**config.mk**
```make
export PLATFORM = sky130hd
export DESIGN_NAME = addsub_serial
export DESIGN_NICKNAME = d
export VERILOG_FILES = /design/src/rtl/addsub_serial_pkg.sv /design/src/rtl/addsub_digit.sv /design/src/rtl/addsub_serial.sv
export SDC_FILE = /design/constraint.sdc
export NUM_CORES = 1
export LEC_CHECK = 0
export CAP_MARGIN = 0
export CORE_MARGIN = 10
export CORE_UTILIZATION = 30
export DETAILED_ROUTE_END_ITERATION = 7
export GPL_ROUTABILITY_DRIVEN = 0
export GPL_TIMING_DRIVEN = 0
export PLACE_DENSITY = 0.59
export SETUP_SLACK_MARGIN = 0.4
export SLEW_MARGIN = 25
export SYNTH_ARGS = -nofsm -noshare
export SYNTH_HDL_FRONTEND = slang
export SYNTH_SLANG_ARGS = --single-unit
```
**constraint.sdc**
```tcl
create_clock -name clk -period 10.4 [get_ports clk]
set_clock_uncertainty 0.15 [all_clocks]
set_input_delay 1.56 -clock clk [delete_from_list [all_inputs] [get_ports clk]]
set_output_delay 1.56 -clock clk [all_outputs]
set_load 0.1 [all_outputs]
```
**src/rtl/addsub_serial_pkg.sv**
```systemverilog
// Shared definitions for the digit-serial adder/subtractor: FSM state encoding,
// result-flag bit positions and the single-bit full-adder helper.
package addsub_serial_pkg;

    typedef enum logic [1:0] {
        IDLE = 2'd0,
        RUN  = 2'd1,
        DONE = 2'd2
    } state_t;

    localparam int FLAG_C = 0;
    localparam int FLAG_V = 1;
    localparam int FLAG_Z = 2;
    localparam int NFLAGS = 3;

    // Returns {carry_out, sum} of a + b + ci.
    function automatic logic [1:0] full_adder(input logic a, input logic b, input logic ci);
        logic [1:0] r;
        r[0] = a ^ b ^ ci;
        r[1] = (a & b) | (ci & (a ^ b));
        return r;
    endfunction

endpackage

```
**src/rtl/addsub_digit.sv**
```systemverilog
// Combinational DIGIT-bit ripple slice built from chained full adders; also
// exposes the carry into its top bit for signed-overflow detection.
module addsub_digit
    import addsub_serial_pkg::*;
#(
    parameter int DIGIT = 4
) (
    input  logic [DIGIT-1:0] a,
    input  logic [DIGIT-1:0] b,
    input  logic             c_in,
    output logic [DIGIT-1:0] s,
    output logic             c_out,
    output logic             c_msb_in
);

    logic [DIGIT-1:0] sum_s;
    logic             carry_s;
    logic             msb_in_s;
    logic [1:0]       fa_s;

    // Ripple the carry through the slice, remembering the carry entering the top bit.
    always_comb begin
        sum_s    = {DIGIT{1'b0}};
        carry_s  = c_in;
        msb_in_s = c_in;
        fa_s     = 2'b00;
        for (int i = 0; i < DIGIT; i++) begin
            fa_s     = full_adder(a[i], b[i], carry_s);
            sum_s[i] = fa_s[0];
            msb_in_s = carry_s;
            carry_s  = fa_s[1];
        end
    end

    assign s        = sum_s;
    assign c_out    = carry_s;
    assign c_msb_in = msb_in_s;

endmodule

```
**src/rtl/addsub_serial.sv**
```systemverilog
// Digit-serial two's-complement adder/subtractor with valid/ready handshakes.
// Optional saturation on signed overflow is built when ADDSUB_SAT_EN is defined.
module addsub_serial
    import addsub_serial_pkg::*;
#(
    parameter int WIDTH = 16,
    parameter int DIGIT = 4
) (
    input  logic             clk,
    input  logic             rst,
    input  logic             in_valid,
    output logic             in_ready,
    input  logic             sub,
    input  logic [WIDTH-1:0] x,
    input  logic [WIDTH-1:0] y,
    output logic             out_valid,
    input  logic             out_ready,
    output logic [WIDTH-1:0] s,
    output logic             c_out,
    output logic             ovf,
    output logic             zero
);

    localparam int NDIG = WIDTH / DIGIT;
    localparam int CW   = (NDIG > 1) ? $clog2(NDIG) : 1;
    localparam logic [CW-1:0] LAST_DIG = CW'(NDIG - 1);

    if (WIDTH < 2 || DIGIT < 1 || DIGIT > WIDTH || (WIDTH % DIGIT) != 0) begin : g_bad_cfg
        $error("addsub_serial: WIDTH must be >= 2 and a multiple of DIGIT (1..WIDTH)");
    end

    state_t             state_r;
    state_t             state_nxt_s;
    logic [CW-1:0]      cnt_r;
    logic [WIDTH-1:0]   x_r;
    logic [WIDTH-1:0]   y_r;
    logic               carry_r;
    logic [WIDTH-1:0]   s_r;
    logic [NFLAGS-1:0]  flags_r;
    logic               out_valid_r;

    logic               accept_s;
    logic               last_s;
    logic [31:0]        base_s;
    logic [DIGIT-1:0]   dig_a_s;
    logic [DIGIT-1:0]   dig_b_s;
    logic [DIGIT-1:0]   dig_sum_s;
    logic               dig_cout_s;
    logic               dig_msb_in_s;
    logic [WIDTH-1:0]   res_s;
    logic [WIDTH-1:0]   fin_s;
    logic               ovf_s;

    assign in_ready = (state_r == IDLE) && !rst;
    assign base_s   = 32'(cnt_r) * 32'(DIGIT);
    assign dig_a_s  = x_r[base_s +: DIGIT];
    assign dig_b_s  = y_r[base_s +: DIGIT];
    assign ovf_s    = dig_msb_in_s ^ dig_cout_s;

    addsub_digit #(
        .DIGIT(DIGIT)
    ) u_digit (
        .a        (dig_a_s),
        .b        (dig_b_s),
        .c_in     (carry_r),
        .s        (dig_sum_s),
        .c_out    (dig_cout_s),
        .c_msb_in (dig_msb_in_s)
    );

    // FSM state register.
    always_ff @(posedge clk) begin
        if (rst) begin
            state_r <= IDLE;
        end else begin
            state_r <= state_nxt_s;
        end
    end

    // Next-state logic with accept and final-digit strobes.
    always_comb begin
        state_nxt_s = state_r;
        accept_s    = 1'b0;
        last_s      = 1'b0;
        case (state_r)
            IDLE: begin
                if (in_valid && in_ready) begin
                    accept_s    = 1'b1;
                    state_nxt_s = RUN;
                end else begin
                    state_nxt_s = IDLE;
                end
            end
            RUN: begin
                if (cnt_r == LAST_DIG) begin
                    last_s      = 1'b1;
                    state_nxt_s = DONE;
                end else begin
                    state_nxt_s = RUN;
                end
            end
            DONE: begin
                if (out_ready) begin
                    state_nxt_s = IDLE;
                end else begin
                    state_nxt_s = DONE;
                end
            end
            default: begin
                state_nxt_s = IDLE;
            end
        endcase
    end

    // Merge the current digit into the result word and apply optional saturation.
    always_comb begin
        res_s                   = s_r;
        res_s[base_s +: DIGIT]  = dig_sum_s;
        fin_s                   = res_s;
`ifdef ADDSUB_SAT_EN
        if (ovf_s) begin
            // Overflow direction follows the sign of the latched x operand.
            fin_s = x_r[WIDTH-1] ? {1'b1, {(WIDTH-1){1'b0}}} : {1'b0, {(WIDTH-1){1'b1}}};
        end else begin
            fin_s = res_s;
        end
`endif
    end

    // Operand latch, digit datapath, result and flag registers.
    always_ff @(posedge clk) begin
        if (rst) begin
            x_r         <= {WIDTH{1'b0}};
            y_r         <= {WIDTH{1'b0}};
            carry_r     <= 1'b0;
            cnt_r       <= {CW{1'b0}};
            s_r         <= {WIDTH{1'b0}};
            flags_r     <= {NFLAGS{1'b0}};
            out_valid_r <= 1'b0;
        end else if (accept_s) begin
            x_r     <= x;
            y_r     <= y ^ {WIDTH{sub}};
            carry_r <= sub;
            cnt_r   <= {CW{1'b0}};
        end else if (state_r == RUN) begin
            carry_r <= dig_cout_s;
            cnt_r   <= cnt_r + CW'(1'b1);
            if (last_s) begin
                s_r             <= fin_s;
                flags_r[FLAG_C] <= dig_cout_s;
                flags_r[FLAG_V] <= ovf_s;
                flags_r[FLAG_Z] <= (fin_s == {WIDTH{1'b0}});
                out_valid_r     <= 1'b1;
            end else begin
                s_r <= res_s;
            end
        end else if (state_r == DONE && out_ready) begin
            out_valid_r <= 1'b0;
        end
    end

    assign s         = s_r;
    assign c_out     = flags_r[FLAG_C];
    assign ovf       = flags_r[FLAG_V];
    assign zero      = flags_r[FLAG_Z];
    assign out_valid = out_valid_r;

endmodule

```
# Word level (Yosys, flattened, before mapping)
# Index checks and enable logic that the tools add are counted.
[word_totals]
ff_bits = 57
in_bits = 37
output_inout_bits = 21
wordCells = 67
[op_classes]
n_addsub = 2
eq_ne = 4
n_shift = 4
muxes = 14
bitwise_logic = 23
reduce_logical = 12
[op_table]
columns = ["cell", "count"]
rows = [
  ["$neg A4 Y34", 1],
  ["$shift A4 B34 Y16 const A", 1],
  ["$shiftx A4 B34 Y16", 1],
  ["$shiftx A16 B5 Y4", 2],
  ["$bwmux W16", 1],
  ["$logic_not A16 Y1", 1],
  ["$xor A16 B16 Y16", 1],
  ["$mux W1", 10],
  ["$xor A1 B1 Y1", 9],
  ["$and A1 B1 Y1", 8],
  ["$pmux W2 S3", 1],
  ["$reduce_and A3 Y1", 2],
  ["$eq A2 B2 Y1 const B", 2],
  ["$mux W2", 2],
  ["$or A1 B1 Y1", 4],
  ["$reduce_bool A2 Y1", 2],
  ["$logic_and A1 B1 Y1", 3],
  ["$add A2 B1 Y2 const B", 1],
  ["$eq A2 B1 Y1 const B", 1],
  ["$logic_not A2 Y1", 1],
  ["$ne A2 B2 Y1 const B", 1],
  ["$reduce_and A2 Y1", 1],
  ["$reduce_or A2 Y1", 1],
  ["$logic_not A1 Y1", 1],
  ["$not A1 Y1", 1],
]

# Depth between registers and ports, before layout
# Gate-level depths: netlist of the first run.
[depth]
ltp_word = 12
ltp_mapped = 13
mapped_depth_nobuf = 12

# Cells and area by module
# A second synthesis of the first run with hierarchy kept.
[unflattened]
cells_unflattened = 306
hier_area_um2 = 2847.7
[modules_own_cells]
columns = ["module", "n_inst", "cells_each", "area_per_inst_um2", "seq_area_each_um2"]
rows = [
  ["addsub_serial", 1, 294, 2737.6, 1141.1],
  ["addsub_digit", 1, 12, 110.1, 0.0],
]

# Worst setup path after synthesis of the first run
# OpenSTA, ideal clock, no wires.
[synth_timing]
kind = "input to output"
from = "input port rst"
to = "output port in_ready"
t_arrival_ps = 2813
required_ps = 8690
setup_slack_ps = 5877
stages = 1
path_buffers = 0
path_cell_list = "nor3_2"
[synth_between]
elab_chain_cells = 2
[synth_rtl]
columns = ["item", "line_no", "source"]
rows = [
  ["start: declaration", "addsub_serial.sv:10", "input logic rst,"],
  ["$logic_not A1 Y1", "addsub_serial.sv:54", "assign in_ready = (state_r == IDLE) && !rst;"],
  ["$logic_and A1 B1 Y1", "addsub_serial.sv:54", ""],
  ["end: declaration", "addsub_serial.sv:12", "output logic in_ready,"],
]
# Every way passes these cells.

# Final worst setup path of the first run
# Ends and elaborated chain as after synthesis.

==> flow_metrics.py, run 1 <==
metrics = {
    "sta": {
        "finalMaxSlewViolations": 0,
        "worstMarginPinSlew_ns": 0.982,
        "fin_tns_setup_ns": 0,
        "period_minus_slack_ns": 5.37,
        "setup_viol": 0,
        "grt_setup_unrepaired": "no",
        "fin_crit_sh": 0.516,
        "fmax_ghz": 0.186,
        "hold_violations": 0,
        "slew_headroom": 0.343,
    },
    "clocking": {
        "clk_path_buf_depth": 2,
        "cts.reportedPaths.clkPinSlew_ns": 0.07,
        "cts_root_buffer": "clkbuf_8",
        "ctsHtreeMaxLevel": 3,
        "cts.sinks": 57,
        "postCtsSetupRepairBufs": 0,
        "cts_made_buffers": 9,
        "insertion_delay_ns": 0.34,
        "cts_tree": "yes",
        "cts_resized": 0,
        "cts_hold_buf": 0,
    },
    "routing": {
        "drtPass1Iterations": 4,
        "num_vias": 2277,
        "postRouteWirelength_um": 7000,
        "post_drt_wl_per_cell_um": 14.6,
        "drc": 0,
        "antenna_left": 0,
        "viasPerCell": 4.74,
        "drtIter0Drc": 57,
    },
    "layout": {
        "fill_cells": 922,
        "layout-drive-gt1-share": 0.0995,
        "seq_area_sq_um": 1140,
        "final_cells": 480,
        "multi_input_area_sq_um": 1420,
        "antennaDiodeCount": 0,
        "layout_commonest_cell": "dfxtp_1",
        "syn_to_final_growth_pct": 33.8,
        "final_nets": 413,
        "stdcell_area_sq_um": 3620,
        "layout_common_cells": "dfxtp_1, clkdlybuf4s50_1, nor2_1, nand2_1, a21oi_1",
    },
    "worst_setup_path": {
        "r2r-end": "flags_r[2]$_SDFFE_PP0P_",
        "crit_start": "rst",
        "startpoint_type": "input port",
        "cp_slowest_cell": "clkdlybuf4s50_1",
        "required_ns": 8.69,
        "crit_path_max_fanout": 5,
        "endpoint": "in_ready",
        "cpPeakStageDelay_ns": 1.21,
        "path_class": "input port to primary output",
        "rr_worst_depth": 13,
        "cp-end-kind": "primary output",
        "worstPathCellList": "clkdlybuf4s50_1, nor3_2, clkdlybuf4s50_1",
        "reg2reg_from": "cnt_r[1]$_SDFFE_PP0P_",
        "crit_top_cell": "clkdlybuf4s50_1",
        "arrival_ns": 3.66,
        "r2r_slack_ns": 6.34,
    },
    "run_status": {
        "outcome": "complete, no violations",
    },
    "logic_synthesis": {
        "ys.warnings.count": 0,
        "netlist_area_sq_um": 2710,
        "syn_inst": 300,
        "ys_seq_area_frac": 0.421,
        "ys_ff_latch": 57,
        "synth_edf_count": 0,
        "yosysTopAreaCell": "dfxtp_1",
        "avgSynthCellArea_sq_um": 9.03,
        "synth_ff_type": "dfxtp_1",
        "async_flop_share": 0,
        "synth_top_area_share": 0.421,
        "syn_nets": 346,
        "ys_top_cells_by_area": "dfxtp_1, mux4_2, xnor2_1",
        "synth.distinct_cells": 38,
    },
    "floorplan": {
        "num_io_pins": 58,
        "dieArea_sq_um": 13200,
        "die_x_um": 115,
        "core_area_sq_um": 8760,
        "row_count": 34,
        "die_h_um": 115,
        "initial_core_util": 0.309,
    },
    "placement": {
        "hpwlAfterDp_um": 5360,
        "placed_cells": 464,
        "port_buffers": 56,
        "dpl_cell_area_sq_um": 3400,
    },
    "pwr": {
        "p_leak_uw": 0.00126,
        "powerDensity_nw_per_um2": 154,
        "peakVddDrop_mv": 0.0566,
        "total_power_uw": 559,
    },
    "grt": {
        "grt_start_max_net_pins": 12,
        "grt_pass1_vias": 2411,
        "antenna_found_initial": 0,
        "grt_pass1_wl_um": 11700,
        "grt_use_total": 0.108,
        "grt_overflow": 0,
    },
    "min_path": {
        "min_path_type": "register to register",
    },
    "job": {
        "max-cap-violations": 0,
    },
}
layout make-up:
| type | instances | area share |
|---|---|---|
| Inverter | 15 | 0.0155 |
| Multi-Input combinational cell | 208 | 0.391 |
| Sequential cell | 57 | 0.315 |
| Clock buffer | 9 | 0.0342 |
| Timing Repair Buffer | 56 | 0.155 |
| Tap cell | 108 | 0.0373 |
| Clock inverter | 7 | 0.0262 |
| Buffer | 20 | 0.0259 |
synthesized netlist by cell type (2+ instances only):
cell,instances
nor3_1,6
o22ai_1,2
ha_1,5
a2bb2oi_1,12
inv_1,14
dfxtp_1,57
nand3b_1,3
nor2_1,41
a21oi_1,26
fa_1,4
clkbuf_1,10
or3b_1,2
a211oi_1,16
nor4_1,2
xnor2_1,18
nor4bb_1,3
mux4_2,8
or3_1,2
buf_2,9
or4_1,2
nand2_1,41
layer usage:
metal	wire length [um]	global-route usage	vias up
met5	0	0	-
met4	82	0.0347	0
met3	506	0.0406	9
met2	3170	0.171	51
met1	3240	0.134	1045
li1	-	-	1172
report_power, final:
part           switching (uW)  leakage (uW)  total, uW  internal [uW]
clock                    93.4      0.000109        228            135
sequential               5.14      0.000464        232            227
combinational            52.0      0.000687       98.8           46.8
worst min path at each step:
stage | slack [ns] | start | cells after the start | end
2_1_floorplan | 0.28 | x_r[10]$_SDFFE_PP0P_ | 2 | x_r[10]$_SDFFE_PP0P_
3_3_place_gp | 0.29 | x_r[5]$_SDFFE_PP0P_ | 2 | x_r[5]$_SDFFE_PP0P_
3_5_place_dp | 0.30 | x_r[3]$_SDFFE_PP0P_ | 2 | x_r[3]$_SDFFE_PP0P_
4_1_cts | 0.31 | x_r[3]$_SDFFE_PP0P_ | 2 | x_r[3]$_SDFFE_PP0P_
5_1_grt | 0.33 | x_r[3]$_SDFFE_PP0P_ | 2 | x_r[3]$_SDFFE_PP0P_
6_report | 0.31 | x_r[13]$_SDFFE_PP0P_ | 2 | x_r[13]$_SDFFE_PP0P_
critical path, delay by kind of cell:
| kind | cells | cell delay (ns) |
|---|---|---|
| buffers and inverters | 2 | 1.74 |
| AND/OR/NAND/NOR | 1 | 0.35 |
cells by family after synthesis:
| logic type | Yosys count | share of synthesized area |
|---|---|---|
| XOR/XNOR | 18 | 0.0582 |
| multiplexers | 9 | 0.0702 |
| buffers and inverters | 35 | 0.0554 |
| AND/OR/NAND/NOR | 110 | 0.188 |
| adder cells (fa/ha/maj) | 9 | 0.0527 |
| AO/OA/AOI/OAI | 62 | 0.154 |
| flip-flops | 57 | 0.421 |
metrics by stage:
stage,worst slack (ns),hold WS (ns),utilization
detailed placement,5.06,0.297,0.388
global route,4.99,0.326,0.413
global placement,5.07,0.290,0.388
finish,5.03,0.306,0.413
CTS,5.06,0.307,0.413
floorplan,5.88,0.283,-
registers in the layout, summed over array words and instances (netlist names):
| signal | count |
|---|---|
| carry_r | 1 |
| cnt_r | 2 |
| flags_r | 3 |
| out_valid | 1 |
| s | 16 |
| state_r | 2 |
| x_r | 16 |
| y_r | 16 |
No activity file was read; power rests on OpenSTA's default activity.
==> run 2, diff against run 1 <==
Clock period 10.4 ns to 5.5 ns, I/O delays scaled along.
==> results of run 2 <==
Same layout as run 1 (identical final DEF). Status: complete, no violations.
Main changes from that run: setup slack after placement 5.06 ns -> 1.42 ns; setup slack after layout 5.03 ns -> 1.44 ns; start point of the critical path rst -> cnt_r[1]$_SDFFE_PP0P_; end point of the critical path in_ready -> flags_r[2]$_SDFFE_PP0P_; register-to-register setup slack 6.34 ns -> 1.44 ns; total power 559 uW -> 1060 uW; worst IR drop on VDD 0.0566 mV -> 0.107 mV
